[src/rtl/mips_run_ctrl.sv]
// mips_run_ctrl: run/stop controller that gates the clock enable of a MIPS core.
// A run is started from IDLE, counts enabled core cycles, and ends on a retired
// halt instruction or when the cycle budget MAX_CYCLES is used up.
// Build option: define MIPS_RUN_CTRL_STEP_EN to add single-step mode
// (step_mode/step inputs with the STEP_WAIT/STEP_EXEC states).
// Without it, step_mode and step are ignored and start always enters RUN.
module mips_run_ctrl #(
    parameter int CNT_W      = 16,
    parameter int MAX_CYCLES = 25
) (
    input  logic             clock,
    input  logic             reset_n,
    input  logic             start,
    input  logic             halt_req,
    input  logic             clear,
    input  logic             step_mode,
    input  logic             step,
    output logic             core_en,
    output logic             running,
    output logic             done,
    output logic             timeout,
    output logic [CNT_W-1:0] cycle_count
);

    localparam logic [CNT_W-1:0] MAX_CNT = CNT_W'(MAX_CYCLES);

    typedef enum logic [2:0] {
        S_IDLE      = 3'd0,
        S_RUN       = 3'd1,
        S_DONE      = 3'd2
`ifdef MIPS_RUN_CTRL_STEP_EN
        ,
        S_STEP_WAIT = 3'd3,
        S_STEP_EXEC = 3'd4
`endif
    } state_t;

    state_t           state_reg, state_next;
    logic             core_en_next;
    logic             running_next;
    logic             done_next;
    logic             timeout_next;
    logic [CNT_W-1:0] count_next;
    logic [CNT_W-1:0] count_plus;
    logic             budget_hit;

`ifdef MIPS_RUN_CTRL_STEP_EN
    logic step_prev_reg;
    logic step_rise;

    // Registered copy of step for 0->1 detection; a held step gives one grant only.
    always_ff @(posedge clock or negedge reset_n) begin
        if (!reset_n) begin
            step_prev_reg <= 1'b0;
        end else begin
            step_prev_reg <= step;
        end
    end

    assign step_rise = step & ~step_prev_reg;
`else
    // Step inputs have no function in this build.
    logic unused_step_inputs;
    assign unused_step_inputs = step_mode | step;
`endif

    // The budget is exhausted when this enabled cycle brings the count to MAX.
    assign count_plus = cycle_count + 1'b1;
    assign budget_hit = core_en && (count_plus == MAX_CNT);

    // Next-state, counter and registered-output logic.
    always_comb begin
        state_next   = state_reg;
        timeout_next = timeout;
        count_next   = cycle_count;

        // Every edge with the core enabled is one executed core cycle.
        if (core_en && (cycle_count != MAX_CNT)) begin
            count_next = count_plus;
        end

        case (state_reg)
            S_IDLE: begin
                count_next   = '0;
                timeout_next = 1'b0;
                if (start) begin
`ifdef MIPS_RUN_CTRL_STEP_EN
                    state_next = step_mode ? S_STEP_WAIT : S_RUN;
`else
                    state_next = S_RUN;
`endif
                end
            end
            S_RUN: begin
                // A retired halt takes priority over budget exhaustion.
                if (halt_req) begin
                    state_next   = S_DONE;
                    timeout_next = 1'b0;
                end else if (budget_hit) begin
                    state_next   = S_DONE;
                    timeout_next = 1'b1;
                end
            end
`ifdef MIPS_RUN_CTRL_STEP_EN
            S_STEP_WAIT: begin
                if (step_rise) begin
                    state_next = S_STEP_EXEC;
                end
            end
            S_STEP_EXEC: begin
                if (halt_req) begin
                    state_next   = S_DONE;
                    timeout_next = 1'b0;
                end else if (budget_hit) begin
                    state_next   = S_DONE;
                    timeout_next = 1'b1;
                end else begin
                    state_next = S_STEP_WAIT;
                end
            end
`endif
            S_DONE: begin
                if (clear) begin
                    state_next   = S_IDLE;
                    count_next   = '0;
                    timeout_next = 1'b0;
                end
            end
            default: begin
                state_next   = S_IDLE;
                count_next   = '0;
                timeout_next = 1'b0;
            end
        endcase

        // Outputs are decoded from the next state so they change with the state.
        core_en_next = (state_next == S_RUN);
        running_next = (state_next == S_RUN);
`ifdef MIPS_RUN_CTRL_STEP_EN
        if (state_next == S_STEP_EXEC) begin
            core_en_next = 1'b1;
        end
        if ((state_next == S_STEP_WAIT) || (state_next == S_STEP_EXEC)) begin
            running_next = 1'b1;
        end
`endif
        done_next = (state_next == S_DONE);
    end

    // State, counter and output registers; reset forces a quiet IDLE at once.
    always_ff @(posedge clock or negedge reset_n) begin
        if (!reset_n) begin
            state_reg   <= S_IDLE;
            core_en     <= 1'b0;
            running     <= 1'b0;
            done        <= 1'b0;
            timeout     <= 1'b0;
            cycle_count <= '0;
        end else begin
            state_reg   <= state_next;
            core_en     <= core_en_next;
            running     <= running_next;
            done        <= done_next;
            timeout     <= timeout_next;
            cycle_count <= count_next;
        end
    end

endmodule

[config.mk]
export PLATFORM = sky130hd
export DESIGN_NAME = mips_run_ctrl
export DESIGN_NICKNAME = d
export VERILOG_FILES = /design/src/rtl/mips_run_ctrl.sv
export SDC_FILE = /design/constraint.sdc
export NUM_CORES = 1
export LEC_CHECK = 0
export BUFFER_PORTS_ARGS = -buffer_cell sky130_fd_sc_hd__buf_4
export CORE_AREA = 2 2 56 58
export DETAILED_ROUTE_END_ITERATION = 16
export DIE_AREA = 0 0 58 60
export GPL_TIMING_DRIVEN = 0
export PLACE_DENSITY = 0.69
export SLEW_MARGIN = 0
export SYNTH_ARGS = -nofsm -noshare
export SYNTH_HDL_FRONTEND = slang
export SYNTH_SLANG_ARGS = --single-unit
export TNS_END_PERCENT = 30
[constraint.sdc]
create_clock -name clock -period 2.85 [get_ports clock]
set_input_delay 0.57 -clock clock [delete_from_list [all_inputs] [get_ports clock]]
set_output_delay 0.57 -clock clock [all_outputs]
set_load 0.02 [all_outputs]
Word level (Yosys, flattened, before mapping)
Index checks and enable logic that the tools add are counted.
{ "classes": {"add_sub_neg": 1, "n_shift": 0, "reduce_logical": 4, "n_mux": 12, "n_mul": 0, "bitwise_logic": 0, "div": 0, "order_cmp": 0, "n_eq_ne": 8} }
{ "ops": {"columns": ["op", "count"], "rows": [
  ["2-to-1 mux 16 bit", 2],
  ["case mux 16 bit (2 select lines)", 1],
  ["adder 16 x 1 -> 16 bit (second input constant)", 1],
  ["equality test 16 x 5 -> 1 bit (second input constant)", 1],
  ["inequality test 16 x 5 -> 1 bit (second input constant)", 1],
  ["2-to-1 mux 3 bit", 4],
  ["case mux 3 bit (3 select lines)", 1],
  ["equality test 3 x 1 -> 1 bit (second input constant)", 2],
  ["equality test 3 x 2 -> 1 bit (second input constant)", 2],
  ["zero test 3 bit", 1],
  ["2-to-1 mux 1 bit", 3],
  ["inequality test 3 bit (second input constant)", 1],
  ["logical AND 1 bit", 2],
  ["inequality test 2 bit (second input constant)", 1],
  ["case mux 1 bit (2 select lines)", 1],
  ["AND reduction 2 bit", 1]
]} }
{ "word_totals": {"latch_bits": 0, "reg_bits": 22, "ramBits": 0, "mem_bits_ro": 0, "word_cells": 30, "mem_count": 0, "inputBits": 7} }

Logic depth before layout (Yosys ltp)
{ "logic_depth": {"depth_word": 7, "mapped_depth": 9, "depth_no_buf": 8} }

Worst setup path before layout
Ideal clock, no wire load.
{ "synth_path": {"path_kind": "register -> register", "from": "reg cycle_count[0]", "to": "reg done", "period_less_slack_ns": 2.515, "n_path_buf": 0, "path_slack_ns": 0.335, "arrival_time_ns": 2.437, "required_ns": 2.772, "stages_incl_launch_ff": 8, "path_cell_list": "dfrtp_1 -> ha_1 -> nand3_4 -> nor3_1 -> xor2_1 -> or4_1 -> or4b_1 -> a21oi_1"} }
{ "synth_between": {"elab_chain_cells": 7} }
{ "synth_lines": {"columns": ["element", "line_no", "text"], "rows": [
  ["start, declared", "22", "output logic [CNT_W-1:0] cycle_count"],
  ["start signal, assigned", "165", "cycle_count <= count_next;"],
  ["adder 16 x 1 -> 16 bit", "68", "assign count_plus = cycle_count + 1'b1;"],
  ["equality test 16 x 5 -> 1 bit", "69", "assign budget_hit = core_en && (count_plus == MAX_CNT);"],
  ["logical AND 1 bit", "69", null],
  ["2-to-1 mux 3 bit", "99", "end else if (budget_hit) begin"],
  ["2-to-1 mux 3 bit", "96", "if (halt_req) begin"],
  ["case mux 3 bit (3 select lines)", "82", "case (state_reg)"],
  ["equality test 3 x 2 -> 1 bit", "147", "done_next = (state_next == S_DONE);"],
  ["named net done_next", "41", "logic done_next;"],
  ["end signal, assigned", "163", "done <= done_next;"],
  ["end, declared", "20", "output logic done,"]
]} }
The timed path passes the listed nets, and every way through them passes these cells.
A chain may end at the register's enable or synchronous reset.

Final worst setup path
{ "layout_path": {"from": "reg cycle_count[0]", "to": "reg state_reg[1]"} }
{ "layout_between": {"elab_chain_cells": 6} }
{ "layout_lines": {"columns": ["element", "line_no", "text"], "rows": [
  ["adder 16 x 1 -> 16 bit", "68", null],
  ["equality test 16 x 5 -> 1 bit", "69", null],
  ["logical AND 1 bit", "69", null],
  ["2-to-1 mux 3 bit", "99", null],
  ["2-to-1 mux 3 bit", "96", null],
  ["case mux 3 bit (3 select lines)", "82", null],
  ["named net state_next[1]", "38", "state_t state_reg, state_next;"],
  ["end signal, assigned", "160", "state_reg <= state_next;"],
  ["end, declared", "38", null]
]} }
The timed path passes the listed nets, and every way through them passes these cells.

==> flow_summary.json <==
{
  "status": "finished, final reports clean",
  "largest_reg_flops": 16,
  "diodes": 0,
  "syn_nets": 161,
  "overflow": 0,
  "power_frac_clock": 0.280,
  "crit_fanout": 9,
  "slew_headroom": 0.6261,
  "synth_area_leader_cell": "dfrtp_1",
  "drtIter0Drc": 33,
  "fmax_mhz": 385.1,
  "clock_tree.root_cell": "clkbuf_4",
  "sw_frac_of_total": 0.2488,
  "seqPwrFrac": 0.629,
  "fin_worst_skew_ns": 0.003242,
  "slew_viol_final": 0,
  "fin_crit_ns": 2.597,
  "finalSetupViolations": 0,
  "post-route-period-util": 0.9111,
  "p_per_area_mw_per_mm2": 315.5,
  "grt_util_all_layers": 0.1896,
  "end_kind": "flip-flop",
  "leakage_nw": 0.7177,
  "hpwl_um": 2208,
  "synthArstFlopShare": 1.000,
  "initial_core_util": 0.4724,
  "clock_latency_ns": 0.31,
  "startpoint": "cycle_count[0]$_DFF_PN0_",
  "io_buffers": 24,
  "r2r-start": "cycle_count[0]$_DFF_PN0_",
  "finalNetCount": 190,
  "yosysUniqueCellTypes": 38,
  "netlist_area_mm2": 0.001371,
  "die_h_um": 60,
  "grt_pass1_wl_um": 4981,
  "ys_seq_area_frac": 0.4015,
  "ios": 27,
  "cts_buffer_depth": 2,
  "antenna_found_initial": 0,
  "cts.sinks": 22,
  "hold_buffers": 0,
  "synth_common_cells": "nor2_1, dfrtp_1, xnor2_1, nand2_1",
  "crit_arrival_ns": 2.84,
  "yosysTopAreaCellShare": 0.4015,
  "worstSetupStartpointType": "flip-flop",
  "hold_path.class": "input pin to asynchronous set/reset pin",
  "cp.required_ns": 3.10,
  "drt_first_pass_iters": 4,
  "clk_pin_slew_worst_paths_ns": 0.12,
  "gp_congestion": 0.8531,
  "drive_gt1_frac": 0.2360,
  "area_growth_pct": 18.34,
  "num_rows": 20,
  "wl_um": 2912,
  "synth_warnings": 0,
  "grt_start_max_net_pins": 23,
  "report.final.hold_viol_count": 0,
  "stdcell_area_mm2": 0.001623,
  "ctsHtreeMaxLevel": 1,
  "grt_pass1_vias": 1126,
  "synth.ff_latch_count": 22,
  "synthTopCellsByArea": "dfrtp_1, xnor2_1, nor2_1",
  "finalPower_w": 0.0005120,
  "pwr-share-comb": 0.091,
  "yosysMostFrequentCell": "nor2_1",
  "dpl_cell_area_mm2": 0.001593,
  "max_cap_viol_count": 0,
  "cts_buffers": 3,
  "place_ws_ns": 0.2421,
  "rsz0062_at_grt": "no",
  "cts_tree": "yes",
  "wl_per_cell_um": 13.80,
  "synth_edf_count": 0,
  "synthCells": 151,
  "synth_ff_type": "dfrtp_1",
  "core_area_mm2": 0.002903,
  "via_count": 1137,
  "vias_per_cell": 5.389,
  "worstMarginPinSlew_ns": 0.5572,
  "setup_tns_ns": 0,
  "drc": 0,
  "fin_util": 0.5591,
  "internal_power_w": 0.0003846,
  "fill_cells": 274,
  "ir_drop_mv": 0.2378,
  "ant_nets": 0,
  "synth_area_per_cell_um2": 9.082,
  "die-area_mm2": 0.003480,
  "p_sw_w": 0.0001274,
  "worstSetupPathType": "flip-flop to flip-flop",
  "fp.dieW_um": 58,
  "setup_slack_ns": 0.2534
}
-- timing repair --
item	4_1_cts	5_1_grt
setup buffers	0	0
gates resized for setup	0	1
endpoints found under the setup margin	0	1
-- layout make-up --
cell class	instances	area, um2	share of cell area
Buffer	12	65.06	0.04009
Inverter	4	15.01	0.009252
Clock buffer	3	22.52	0.01388
Sequential cell	22	550.5	0.3392
Timing Repair Buffer	24	180.2	0.1110
Tap cell	33	41.29	0.02544
Multi-Input combinational cell	113	748.2	0.4611
-- power groups by stage --
stage	combinational (W)	clock [W]	sequential, W
6_report	0.0000464	0.000143	0.000322
4_1_cts	0.0000470	0.000151	0.000323
2_1_floorplan	0.0000220	0	0.000330
3_3_place_gp	0.0000460	0	0.000328
5_1_grt	0.0000522	0.000157	0.000324
3_5_place_dp	0.0000469	0	0.000329
-- metal layers --
metal | share of wire | track usage | vias up | routed length [um]
li1 | - | - | 571 | -
met1 | 0.45 | 0.2281 | 535 | 1296
met2 | 0.50 | 0.3393 | 26 | 1443
met3 | 0.042 | 0.02165 | 5 | 121
met4 | 0.017 | 0.08638 | 0 | 50
met5 | 0 | 0 | - | 0
-- worst max-delay path, cell delays in order, from the launching register on --
cell and delay, ns:
dfrtp_1 0.52, ha_1 0.32, nand3_4 0.12, nor3_2 0.21
mux2i_1 0.10, or4_1 0.54, or4b_1 0.57, a21oi_1 0.14
-- final timing paths --
path	slack, ns	end	cells after the start
min	0.12	cycle_count[4]$_DFF_PN0_	1
max in group asynchronous	2.50	cycle_count[10]$_DFF_PN0_	1
min reg2reg	0.54	done$_DFF_PN0_	1
max reg2reg	0.25	state_reg[1]$_DFF_PN0_	7
min in group clock	0.54	done$_DFF_PN0_	1
max	0.25	state_reg[1]$_DFF_PN0_	7
-- metrics by stage --
step / std cells / hold WS, ns
after floorplan: 151 / 0.2744
after global placement: 208 / 0.4716
after detailed placement: 208 / 0.4775
after CTS: 211 / 0.1205
after global routing: 211 / 0.1237
final: 211 / 0.1224
-- cell usage in the layout, fill, tap and decap left out --
master	Yosys	layout
nor3_1	6	6
o21ai_0	1	1
nor4_1	2	2
o22ai_1	1	1
a211oi_1	1	1
nor4b_1	1	1
and4_1	3	3
nand3_1	6	6
a41oi_2	0	1
or4b_2	1	1
inv_1	4	4
conb_1	1	1
clkbuf_1	4	4
nand3_4	1	1
clkbuf_4	0	3
and3_1	6	6
nor3b_1	1	1
a32o_1	1	1
ha_1	3	3
or4_1	1	1
and4bb_2	1	1
and2_1	2	2
o21ai_1	1	1
xnor2_1	14	14
nand2_1	7	7
a21oi_1	5	5
dfrtp_1	22	22
or4b_1	1	1
buf_2	4	4
nand4_2	2	2
nand4_1	3	3
xor2_1	6	6
nor3_2	1	1
mux2i_1	2	2
nand2b_1	3	3
nor2b_1	1	1
o31ai_1	2	2
nor2_1	25	25
buf_4	4	28
-- cell families after synthesis --
logic type      Yosys count  share of synthesized area
simple gates             74                     0.3075
flops                    22                     0.4015
xor+xnor                 20                     0.1277
buf+inv                  16                    0.05839
compound gates           13                    0.06021
fa+ha+maj                 3                    0.02738
mux                       2                    0.01460
other cells               1                   0.002735
(Power assumes the default switching activity.)
